## src/rtl/mem_stage.sv

```systemverilog
// Memory-access stage of the RV32I pipeline: issues loads/stores on the
// req/gnt/rvalid data bus and produces a registered writeback bundle.
module mem_stage #(
    parameter int unsigned ADDR_W = 32
) (
    input  logic              clk,
    input  logic              reset,
    input  logic              in_valid,
    input  logic              reg_w,
    input  logic [4:0]        rd,
    input  logic [31:0]       reg_data,
    input  logic              mem_r,
    input  logic              mem_w,
    input  logic [ADDR_W-1:0] mem_addr,
    input  logic [31:0]       mem_data,
    input  logic [1:0]        mem_len,
    input  logic              mem_uns,
    output logic              stall,
    output logic              dmem_req,
    output logic              dmem_we,
    output logic [ADDR_W-1:0] dmem_addr,
    output logic [31:0]       dmem_wdata,
    output logic [3:0]        dmem_wstrb,
    input  logic              dmem_gnt,
    input  logic              dmem_rvalid,
    input  logic [31:0]       dmem_rdata,
    output logic              wb_valid,
    output logic              wb_reg_w,
    output logic [4:0]        wb_rd,
    output logic [31:0]       wb_data,
    output logic              wb_exc
);

    typedef enum logic [1:0] {
        S_IDLE,
        S_REQ,
        S_RESP
    } state_e;

    state_e              state_q, state_d;
    logic                dmem_req_q, dmem_req_d;
    logic                dmem_we_q, dmem_we_d;
    logic [ADDR_W-1:0]   dmem_addr_q, dmem_addr_d;
    logic [31:0]         dmem_wdata_q, dmem_wdata_d;
    logic [3:0]          dmem_wstrb_q, dmem_wstrb_d;
    logic                wb_valid_q, wb_valid_d;
    logic                wb_reg_w_q, wb_reg_w_d;
    logic [4:0]          wb_rd_q, wb_rd_d;
    logic [31:0]         wb_data_q, wb_data_d;
    logic                wb_exc_q, wb_exc_d;
    logic                cap_reg_w_q, cap_reg_w_d;
    logic [4:0]          cap_rd_q, cap_rd_d;
    logic [1:0]          cap_len_q, cap_len_d;
    logic                cap_uns_q, cap_uns_d;
    logic [1:0]          cap_off_q, cap_off_d;

    logic                is_mem;
    logic                mis;
    logic [1:0]          off;
    logic [3:0]          st_wstrb;
    logic [31:0]         st_wdata;
    logic [7:0]          ld_byte;
    logic [15:0]         ld_half;
    logic [31:0]         ld_val;

    assign off    = mem_addr[1:0];
    assign is_mem = mem_r | mem_w;
    assign mis    = (mem_len == 2'd1 && off[0]) ||
                    (mem_len == 2'd2 && off != 2'd0) ||
                    (mem_len == 2'd3);

    always_comb begin
        st_wstrb = 4'b1111;
        st_wdata = mem_data;
        case (mem_len)
            2'd0: begin
                st_wstrb = 4'b0001 << off;
                st_wdata = {4{mem_data[7:0]}};
            end
            2'd1: begin
                st_wstrb = 4'b0011 << off;
                st_wdata = {2{mem_data[15:0]}};
            end
            default: ;
        endcase
    end

    // Lane selection uses the offset captured at issue, not the live inputs.
    assign ld_byte = dmem_rdata[{cap_off_q, 3'b000} +: 8];
    assign ld_half = dmem_rdata[{cap_off_q[1], 4'b0000} +: 16];

    always_comb begin
        case (cap_len_q)
            2'd0:    ld_val = {{24{~cap_uns_q & ld_byte[7]}}, ld_byte};
            2'd1:    ld_val = {{16{~cap_uns_q & ld_half[15]}}, ld_half};
            default: ld_val = dmem_rdata;
        endcase
    end

    always_comb begin
        state_d      = state_q;
        dmem_req_d   = dmem_req_q;
        dmem_we_d    = dmem_we_q;
        dmem_addr_d  = dmem_addr_q;
        dmem_wdata_d = dmem_wdata_q;
        dmem_wstrb_d = dmem_wstrb_q;
        wb_valid_d   = 1'b0;
        wb_reg_w_d   = wb_reg_w_q;
        wb_rd_d      = wb_rd_q;
        wb_data_d    = wb_data_q;
        wb_exc_d     = wb_exc_q;
        cap_reg_w_d  = cap_reg_w_q;
        cap_rd_d     = cap_rd_q;
        cap_len_d    = cap_len_q;
        cap_uns_d    = cap_uns_q;
        cap_off_d    = cap_off_q;
        stall        = 1'b0;

        case (state_q)
            S_IDLE: begin
                if (in_valid) begin
                    if (!is_mem) begin
                        wb_valid_d = 1'b1;
                        wb_reg_w_d = reg_w;
                        wb_rd_d    = rd;
                        wb_data_d  = reg_data;
                        wb_exc_d   = 1'b0;
                    end else if (mis) begin
                        wb_valid_d = 1'b1;
                        wb_reg_w_d = 1'b0;
                        wb_rd_d    = rd;
                        wb_data_d  = 32'(mem_addr);
                        wb_exc_d   = 1'b1;
                    end else begin
                        stall        = 1'b1;
                        state_d      = S_REQ;
                        dmem_req_d   = 1'b1;
                        dmem_we_d    = mem_w;
                        dmem_addr_d  = {mem_addr[ADDR_W-1:2], 2'b00};
                        dmem_wstrb_d = mem_w ? st_wstrb : '0;
                        dmem_wdata_d = mem_w ? st_wdata : '0;
                        cap_reg_w_d  = reg_w;
                        cap_rd_d     = rd;
                        cap_len_d    = mem_len;
                        cap_uns_d    = mem_uns;
                        cap_off_d    = off;
                    end
                end
            end

            S_REQ: begin
                stall = 1'b1;
                if (dmem_gnt) begin
                    dmem_req_d = 1'b0;
                    if (dmem_we_q) begin
                        // Store completes on grant: release upstream immediately.
                        stall      = 1'b0;
                        wb_valid_d = 1'b1;
                        wb_reg_w_d = 1'b0;
                        wb_rd_d    = cap_rd_q;
                        wb_exc_d   = 1'b0;
                        state_d    = S_IDLE;
                    end else begin
                        state_d = S_RESP;
                    end
                end
            end

            S_RESP: begin
                stall = ~dmem_rvalid;
                if (dmem_rvalid) begin
                    wb_valid_d = 1'b1;
                    wb_reg_w_d = cap_reg_w_q;
                    wb_rd_d    = cap_rd_q;
                    wb_data_d  = ld_val;
                    wb_exc_d   = 1'b0;
                    state_d    = S_IDLE;
                end
            end

            default: state_d = S_IDLE;
        endcase
    end

    always_ff @(posedge clk) begin
        if (!reset) begin
            state_q      <= S_IDLE;
            dmem_req_q   <= 1'b0;
            dmem_we_q    <= 1'b0;
            dmem_addr_q  <= '0;
            dmem_wdata_q <= '0;
            dmem_wstrb_q <= '0;
            wb_valid_q   <= 1'b0;
            wb_reg_w_q   <= 1'b0;
            wb_rd_q      <= '0;
            wb_data_q    <= '0;
            wb_exc_q     <= 1'b0;
            cap_reg_w_q  <= 1'b0;
            cap_rd_q     <= '0;
            cap_len_q    <= '0;
            cap_uns_q    <= 1'b0;
            cap_off_q    <= '0;
        end else begin
            state_q      <= state_d;
            dmem_req_q   <= dmem_req_d;
            dmem_we_q    <= dmem_we_d;
            dmem_addr_q  <= dmem_addr_d;
            dmem_wdata_q <= dmem_wdata_d;
            dmem_wstrb_q <= dmem_wstrb_d;
            wb_valid_q   <= wb_valid_d;
            wb_reg_w_q   <= wb_reg_w_d;
            wb_rd_q      <= wb_rd_d;
            wb_data_q    <= wb_data_d;
            wb_exc_q     <= wb_exc_d;
            cap_reg_w_q  <= cap_reg_w_d;
            cap_rd_q     <= cap_rd_d;
            cap_len_q    <= cap_len_d;
            cap_uns_q    <= cap_uns_d;
            cap_off_q    <= cap_off_d;
        end
    end

    assign dmem_req   = dmem_req_q;
    assign dmem_we    = dmem_we_q;
    assign dmem_addr  = dmem_addr_q;
    assign dmem_wdata = dmem_wdata_q;
    assign dmem_wstrb = dmem_wstrb_q;
    assign wb_valid   = wb_valid_q;
    assign wb_reg_w   = wb_reg_w_q;
    assign wb_rd      = wb_rd_q;
    assign wb_data    = wb_data_q;
    assign wb_exc     = wb_exc_q;

endmodule

```

## config.mk

```make
export PLATFORM = sky130hd
export DESIGN_NAME = mem_stage
export DESIGN_NICKNAME = d
export VERILOG_FILES = /design/src/rtl/mem_stage.sv
export SDC_FILE = /design/constraint.sdc
export NUM_CORES = 1
export LEC_CHECK = 0
export CAP_MARGIN = 10
export CORE_ASPECT_RATIO = 0.75
export CORE_MARGIN = 8
export CORE_UTILIZATION = 40
export DETAILED_ROUTE_END_ITERATION = 8
export PLACE_DENSITY = 0.76
export SLEW_MARGIN = 20
export SYNTH_ARGS = -nofsm -noshare
export SYNTH_HDL_FRONTEND = slang
export SYNTH_SLANG_ARGS = --single-unit
```

## constraint.sdc

```tcl
create_clock -name clk -period 2.2 [get_ports clk]
set_input_delay 0.33 -clock clk [delete_from_list [all_inputs] [get_ports clk]]
set_output_delay 0.33 -clock clk [all_outputs]
set_load 0.02 [all_outputs]
```

* Word-level counts from Yosys, hierarchy flattened
Index checks and enable logic that the tools add are counted.
Widths: inputs -> output; s select.
** Word-level totals
- Register bits :: 121
- Input bits :: 144
- Output and inout bits :: 111
** Operators by class
- Eq/ne operators :: 13
- Shift-type cells :: 4
- Muxes and demuxes :: 54
- Bitwise operators :: 6
- Reductions and logical operators :: 16
** Operators with widths (count)
- $pmux 32 s2 :: 3
- $mux 32 :: 5
- $shiftx 32x6->16 :: 1
- $shiftx 32x6->8 :: 1
- $mux 5 :: 6
- $mux 1 :: 25
- $pmux 5 s3 :: 1
- $mux 2 :: 6
- $ne 2x2->1 const B :: 6
- $pmux 1 s3 :: 4
- $reduce_and 5->1 :: 2
- $pmux 4 s2 :: 1
- $reduce_and 4->1 :: 2
- $eq 2x1->1 const B :: 3
- $eq 2x2->1 const B :: 3
- $logic_not 2->1 :: 3
- $pmux 2 s3 :: 1
- $reduce_and 6->1 :: 1
- $reduce_bool 2->1 :: 3
- $mux 4 :: 1
- $shl 1x2->4 const A :: 1
- $shl 2x2->4 const A :: 1
- $ne 3x3->1 const B :: 1
- $not 1->1 :: 3
- 6 further kinds :: 9

* Longest topological paths before layout
- Depth in word-level cells :: 8
- Depth in mapped cells :: 8

* Least setup slack after synthesis
OpenSTA, ideal clock, no wires.
- Path kind :: input to output
- Start :: input port mem_addr[1]
- End :: output port stall
- Data arrival time :: 1845 ps
- Slack :: 25 ps
- Stages on the path :: 6
- Buffers on the path :: 3
- Path through :: buf_2 > or3_4 > a211o_1 > buf_2 > buf_1 > a21oi_1
** Between the ends
- Longest elaborated chain between the ends :: 8
** Ends and longest elaborated chain
- start, declared :: line 14 : input logic [ADDR_W-1:0] mem_addr,
- $reduce_bool 2->1 :: line 69 : (mem_len == 2'd2 && off != 2'd0) ||
- $logic_and 1x1->1 :: line 69
- $logic_or 1x1->1 :: line 68 : assign mis = (mem_len == 2'd1 && off[0]) ||
- $logic_or 1x1->1 :: line 69
- $mux 1 :: line 128 : end else if (mis) begin
- $mux 1 :: line 122 : if (!is_mem) begin
- $mux 1 :: line 121 : if (in_valid) begin
- $pmux 1 s3 :: line 119 : case (state_q)
- end, declared :: line 18 : output logic stall,
Every way passes these cells.

* Worst setup path after layout
- Start :: input port mem_len[0]
- End :: output port stall
** Between the ends
- Longest elaborated chain between the ends :: 8
- Elaborated cells between the ends (all ways) :: 11
- Those cells by class :: eq/ne: 3; mux: 4; reduce/logical: 4
** Ends and longest elaborated chain
- start, declared :: line 16 : input logic [1:0] mem_len,
- $eq 2x1->1 or $eq 2x2->1 (tied branches) :: line 68, 69
- $logic_and 1x1->1 (on tied branches) :: line 68, 69
- $logic_or 1x1->1 :: line 68
- $logic_or 1x1->1 (*) :: line 69
- $mux 1 (*) :: line 128
- $mux 1 (*) :: line 122
- $mux 1 (*) :: line 121
- $pmux 1 s3 (*) :: line 119
Mark *: on every way between the ends. The rest lies on a longest branch, timed or not.

==> qor.txt <==
Synth top area share -> 37.4%
CTS H-Tree Depth -> 4
DRT iter0 DRCs -> 650
Worst setup margin -> 0.0881 ns
First-pass GRT wire length -> 38.4 mm
# DRC -> 0
FF-to-FF setup slack -> 0.17 ns
Hold Vio Cnt, Final -> 0
Yosys cell types -> 50
Initial Util -> 40.6%
Async S/R FF share, synth -> 0%
Mean area per synthesized cell -> 7.89 µm²
Post-synth EDFFs -> 0
Clk_lat worst skew -> 0.42 ns
Layout cells sized above 1 -> 10.7%
Root buf cell -> clkbuf_16
Antenna violations before repair -> 1
#FFs+latches synth -> 121
Clock period minus final worst setup slack -> 2.11 ns
Total power -> 9.53 mW
Vias in the first global route -> 6659
Status -> completed
CTS tree -> built
Fin util -> 63.0%
Most frequent cells in the layout -> clkdlybuf4s50_1, nand2_1, dfxtp_1
Layout area overhead -> 55.0%
Hold Path Class -> in2reg
Reg2reg path depth -> 7
Worst Clk Skew -> 0.00469 ns
IO Port Bufs -> 252
Min-Delay Path Depth -> 2
Largest net degree at the start of global routing -> 72
Clk buf depth -> 2
CP Data Arrival Time -> 1.78 ns
Fill count -> 1402
Met3 WL -> 2.27 mm
DR vias/cell -> 5.46
Worst vdd ir -> 611 µV
Multi-input gate area -> 3670 µm²
Max_cap viols -> 0
Peak Freq -> 474 MHz
RD Place Congestion -> 0.890
RSZ-0062 raised after global routing -> no
Synth area leaders -> dfxtp_1, nand2_1, a21oi_1
Crit path from -> mem_len[0]
Wire per inst -> 19.6 µm
Final #Nets -> 1213
Setup WS pre-CTS -> -0.451 ns
Die Wd -> 163 µm
Core Region -> 15900 µm²
Final HPWL DP -> 19.0 mm
Drt first pass iters -> 5
Top Layer Used -> met5
Commonest non-fill, non-tap cell in the layout -> clkdlybuf4s50_1
DRT met1 WL -> 11.7 mm
Startpoint Class -> input port
Antenna-violating nets left -> 0
Syn. warnings -> 0
Relative slew slack -> 36.6%
Worst Hold Launch -> reset
Slew Viols, Final -> 0
Routed length on met2 -> 10.8 mm
Die height -> 126 µm
Worst setup EP type -> output pin
Synth area leader -> dfxtp_1
Setup violations, final -> 0
Routed vias -> 7030
Total GRT Usage -> 23.7%
Worst r2r src -> state_q[1]
Pwr dens -> 950 nW/µm²
Crit Path Max Fanout -> 4
Slew at the pin closest to its max-slew limit -> 0.947 ns
Sequential area share after synthesis -> 37.4%
Drt total wl -> 25.2 mm
N_diodes -> 0
Crit Path Class -> in2out
Register Area -> 2420 µm²
CTS buffer count -> 17
Total grt overflow -> 0
CTS clk-pin slew, worst paths -> 0.06 ns
Boundary Pins -> 255
Required time of the critical path -> 1.87 ns
Die Area -> 20500 µm²
Final Cycle Share -> 96.0%
Pleak -> 3.75 nW
Clk sinks -> 121
Final instance area -> 10000 µm²
Cell Area, Placed -> 9430 µm²
# rows -> 40
Post-CTS Hold Buffers -> 0
Netlist Area Pre-Place -> 6470 µm²
Cell count after synthesis -> 820
Top FF cell, synth -> dfxtp_1
-- metrics by stage --
stage	hold slack (ns)	setup TNS, ns	instances
floorplan	0.436	0	821
global placement	0.438	-10.31	1255
detailed placement	0.445	-11.42	1255
CTS	0.394	0	1287
global route	0.397	0	1287
finish	0.406	0	1287
-- layout make-up --
class | count | area share, %
Sequential cell | 121 | 24.2
Multi-Input combinational cell | 611 | 36.6
Clock buffer | 18 | 4.28
Inverter | 8 | 0.299
Tap cell | 210 | 2.62
Clock inverter | 14 | 1.72
Timing Repair Buffer | 305 | 30.3
-- critical path, cell delays in order --
cell and delay, ns:
clkdlybuf4s50_1 0.47, or3_4 0.36, a211o_2 0.32, a21oi_1 0.13, buf_4 0.17
-- flip-flops by register name, indices dropped and copies added, names as in the netlist, 2 cells and up --
name and flops:
cap_len_q 2, state_q 2, wb_rd 5, wb_data 32
cap_rd_q 5, dmem_addr 30, dmem_wdata 32, dmem_wstrb 4
cap_off_q 2
-- layer usage --
metal | GRT usage, % | vias up
met5 | 0 | -
met1 | 32.6 | 3255
met4 | 6.94 | 2
li1 | - | 3428
met2 | 34.6 | 313
met3 | 7.62 | 32
-- kinds of logic after synthesis --
logic type               synth area share (%)
other                                  0.0580
adder cells (fa/ha/maj)                 0.967
AO/OA/AOI/OAI                            26.6
flip-flops                               37.4
multiplexers                             7.23
AND/OR/NAND/NOR                          21.3
buffers and inverters                    6.32
-- path summary, 6_finish.rpt --
check / end
max: stall
min: wb_data[7]
max reg2reg: wb_data[15]
min reg2reg: dmem_wdata[17]
-- cells in the mapped netlist (2+ instances only) --
cell and instances:
nand2_1 227, dfxtp_1 121, a21oi_1 97, clkbuf_1 43
nand3b_1 27, a41o_1 24, o211ai_1 23, mux2i_1 22
buf_2 20, mux2_2 18, o21ai_0 18, a22o_1 16
nor2b_1 15, a211oi_1 14, o2bb2ai_1 14, a311oi_1 13
nand3_1 12, nor2_1 11, o22ai_1 10, buf_4 9
inv_1 7, o311ai_0 7, buf_1 6, ha_1 5
nand2b_1 5, o2111ai_1 4, a21o_1 2, a221oi_1 2
a31oi_1 2, and3_1 2, buf_6 2, mux4_2 2
nor3_1 2, nor3b_1 2
-- power by group --
part,internal [mW],switching (mW)
sequential,2.57,0.202
combinational,1.77,2.15
clock,1.78,1.05
total,6.12,3.40
-- timing repair --
| action | 4_1_cts | 5_1_grt |
|---|---|---|
| setup endpoints to repair | 1 | 1 |
| gates cloned | 0 | 0 |
| setup buffers | 0 | 0 |
| gates resized for setup | 4 | 2 |
Note: power is estimated with default switching activity, not from simulation.
==> edit 1, RTL diff (same settings) <==
`ADDR_W`: 32 -> 16.
--- a/src/rtl/mem_stage.sv
+++ b/src/rtl/mem_stage.sv
@@ -1,7 +1,7 @@
 // Memory-access stage of the RV32I pipeline: issues loads/stores on the
 // req/gnt/rvalid data bus and produces a registered writeback bundle.
 module mem_stage #(
-    parameter int unsigned ADDR_W = 32
+    parameter int unsigned ADDR_W = 16
 ) (
     input  logic              clk,
     input  logic              reset,
Interface: changed (resized dmem_addr and mem_addr); port bits go from 255 to 223. No check against the original RTL was run, so the function may have changed too.
==> edit 1 against the unedited design <==
Via count shrank 12%; clock skew increased by 1.8 ps; critical path depth increased by 3; wire length is 13% lower; fmax increased by 2.2%; synthesized area down 7.9%; cell area shrank 11%; register-to-register slack worse by 40 ps; sequential cell count fell by 16; utilization shrank 1.8 points; setup slack gained 46 ps; combinational power shrank 25%; total power shrank 27%; largest cell class unchanged.
==> edit 1: results <==
{
  "outcome": "complete, no violations",
  "grt_pass1_vias": 5887,
  "synth-main-ff-cell": "dfxtp_1",
  "dr.first_iter.drc_count": 407,
  "reg2regPathDepth": 8,
  "crit_end": "wb_rd[1]",
  "vias": 6196,
  "synth_common_cells": "179 x nand2_1, 105 x dfxtp_1, 40 x clkbuf_1",
  "r2r-end": "wb_rd[1]",
  "cts_buffers": 9,
  "clockBufferDepth": 2,
  "htree_levels": 3,
  "critical_path.max_stage_delay_ps": 380,
  "final_cells": 1148,
  "worstSetupStartpoint": "state_q[0]",
  "dr.pass1.iters": 5,
  "finClkSkew_ps": 6.44,
  "place.gp.congestion": 0.920,
  "drive_above_1_share_pct": 10.4,
  "ir_drop_uv": 412,
  "grtUsageTotal_pct": 22.7,
  "crit_family": "simple AND/OR/NAND/NOR gates",
  "ff2ff_setup_slack_ps": 130,
  "grt_pass1_wl_microns": 33900,
  "leakage_nw": 3.41,
  "clk_pin_slew_worst_paths_ps": 70,
  "cts-root-buf": "clkbuf_16",
  "cp_max_fo": 9,
  "insertion_delay_ps": 360,
  "critPathSlowestCell": "dfxtp_1",
  "hp-class": "register to register",
  "dpl.cell_count": 1131,
  "avgSynthCellArea_sq_um": 8.12,
  "yosysSeqAreaShare_pct": 35.3,
  "slew_viol_final": 0,
  "tightest_slew_ps": 818,
  "n_antenna_cell": 0,
  "synthTopCellsByArea": "dfxtp_1 35%, nand2_1 11%, mux2i_1 4.2%",
  "port_buffers": 220,
  "antenna_found_initial": 0,
  "synth.distinct_cells": 55,
  "routedWlPerCell_microns": 19.0,
  "grt_start_max_net_pins": 69,
  "dpl.hpwl_microns": 16500
}
edit 1: worst min-delay path by stage:
stage	start	end	slack [ps]	cells after the start
after global placement	cap_rd_q[0]	cap_rd_q[0]	440	2
final	cap_rd_q[0]	cap_rd_q[0]	460	2
after CTS	cap_rd_q[0]	cap_rd_q[0]	460	2
after floorplan	cap_rd_q[0]	cap_rd_q[0]	430	2
after detailed placement	dmem_wdata[9]	dmem_wdata[9]	450	1
after global routing	dmem_addr[7]	dmem_addr[7]	480	2
edit 1: cells by family after synthesis:
kind of cell	share of synthesized area (%)
AND/OR/NAND/NOR	21.5
other	0.0629
multiplexers	7.79
adder cells (fa/ha/maj)	1.05
AO/OA/AOI/OAI	27.5
buffers and inverters	6.76
flip-flops	35.3
edit 1: worst register-to-register path, delay by kind of cell, from the launching register on:
kind            cells  cell delay (ps)
simple gates        2              560
buf+inv             3              500
flops               1              380
fa+ha+maj           1              270
compound gates      1              130
mux                 1              130
edit 1: metrics by stage:
stage	worst slack [ps]	area [sq um]
floorplan	264	5960
global placement	-267	8560
detailed placement	-248	8560
CTS	30.2	8870
global route	4.98	8880
finish	134	8880
edit 1: power by group:
| group | leakage (nW) | switching [mW] | internal, mW | total, mW |
|---|---|---|---|---|
| Combinational | 2.41 | 1.57 | 1.38 | 2.95 |
| Clock | 0.150 | 0.784 | 0.927 | 1.71 |
| Sequential | 0.854 | 0.155 | 2.16 | 2.31 |
edit 1: what timing repair did:
| item | 4_1_cts | 5_1_grt |
|---|---|---|
| setup endpoints to repair | 1 | 17 |
| buffers inserted | 0 | 1 |
| gates resized for setup | 1 | 3 |
| pin swaps | 0 | 1 |
edit 1: area by class of cell:
cell class / instances / area (sq um)
clock buffer: 10 / 239
clock inverter: 6 / 72.6
fill: 1307 / 5620
inverter: 9 / 33.8
multi-input combinational: 545 / 3490
sequential: 105 / 2100
tap: 200 / 250
timing repair buffer: 273 / 2700
edit 1: layer usage:
metal | vias up | track usage [%] | part of all wire, %
met5 | - | 0 | 0
met4 | 0 | 6.41 | 1.8
met3 | 22 | 7.43 | 8.9
met2 | 226 | 32.2 | 42
met1 | 2899 | 32.1 | 48
li1 | 3049 | - | -
==> edit 2, RTL diff (same flow settings) <==
Made on the original files. Make the reset (`reset`) asynchronous in one clocked block.
--- a/src/rtl/mem_stage.sv
+++ b/src/rtl/mem_stage.sv
@@ -182,7 +182,7 @@
         endcase
     end
 
-    always_ff @(posedge clk) begin
+    always_ff @(posedge clk or negedge reset) begin
         if (!reset) begin
             state_q      <= S_IDLE;
             dmem_req_q   <= 1'b0;
Function: differs if reset is asserted again (counterexample within 4 cycles, from zero or initial values and one cycle with reset low); with reset held inactive, the same outputs for 4 cycles.
==> edit 2 against the unedited design <==
Utilization increased by 0.64 points; total power increased by 53%; clock skew increased by 1.5 ps; wire length decreased by 7.6%; hold slack improved by 40 ps; sequential cell count unchanged; setup slack got worse by 24 ps; synthesized area increased by 2.1%; cell area increased by 2.0%; global-route usage decreased by 1.9 points; critical path type is now register to register; highest routed layer unchanged.
==> edit 2: results <==
{
  "async_flop_share_pct": 100,
  "wl_met1_microns": 10600,
  "multi_input_area_sq_um": 3340,
  "rr_startpoint": "state_q[0]",
  "dr.first_iter.drc_count": 464,
  "grt_start_max_net_pins": 68,
  "critPathSlowestCell": "or3b_2",
  "finClkSkew_ps": 6.20,
  "dpl.cell_count": 1097,
  "cts-resized-gates": 5,
  "synth_common_cells": "121 x dfrtp_1, 104 x o21ai_0, 95 x mux2_2",
  "ir_drop_uv": 707,
  "cts.hold.buffers_added": 1,
  "synth_compound_area_share_pct": 15.4,
  "place.gp.congestion": 0.883,
  "synth-main-ff-cell": "dfrtp_1",
  "swShare_pct": 38.7,
  "hp-class": "input port to async pin",
  "grtUsageTotal_pct": 21.9,
  "synthTopCellsByArea": "dfrtp_1 46%, mux2_2 16%, o21ai_0 7.9%",
  "nFillCells": 1315,
  "cp_max_fo": 24,
  "drt-total-wl_microns": 23300,
  "use_met2_pct": 33.1,
  "dr_wl_met3_microns": 1830,
  "vias_per_cell": 5.26,
  "antenna_found_initial": 3,
  "clkCellAreaFrac_pct": 5.96,
  "n_all_inverters": 14,
  "outcome": "complete, no violations",
  "grt_util_met3_pct": 6.77,
  "met1_usage_pct": 30.1,
  "powerClk_mw": 2.89,
  "synth.distinct_cells": 47,
  "grt_pass1_wl_microns": 35400,
  "signal_buffers": 296
}
==> edit 2: changes by cell type after synthesis, sizes merged, moves of 20 or more <==
cell    before  now
a21oi       97    5
dfrtp        0  121
mux2        18  102
dfxtp      121    0
a41o        24    0
nand3b      27    1
buf         37   17
nand2      227   91
o211ai      23    1
o21ai       18  104
==> edit 2: worst paths after layout <==
path | slack [ps] | to | depth (start not counted)
worst min-delay path | 450 | dmem_addr[6] | 2
worst min register to register | 480 | dmem_wdata[2] | 2
max in group asynchronous | 1010 | dmem_wdata[28] | 3
min in group clk | 480 | dmem_wdata[2] | 2
worst max register to register | 60 | wb_data[14] | 8
worst max-delay path | 60 | wb_data[14] | 8
==> edit 2: through the flow <==
stage                     area [sq um]  power, mW  hold WS, ps
after floorplan                   6620       8.09         34.4
after global placement            9590       11.5          330
after detailed placement          9590       11.7          326
after CTS                        10200       14.6          454
after global routing             10200       15.4          486
final                            10200       14.6          446
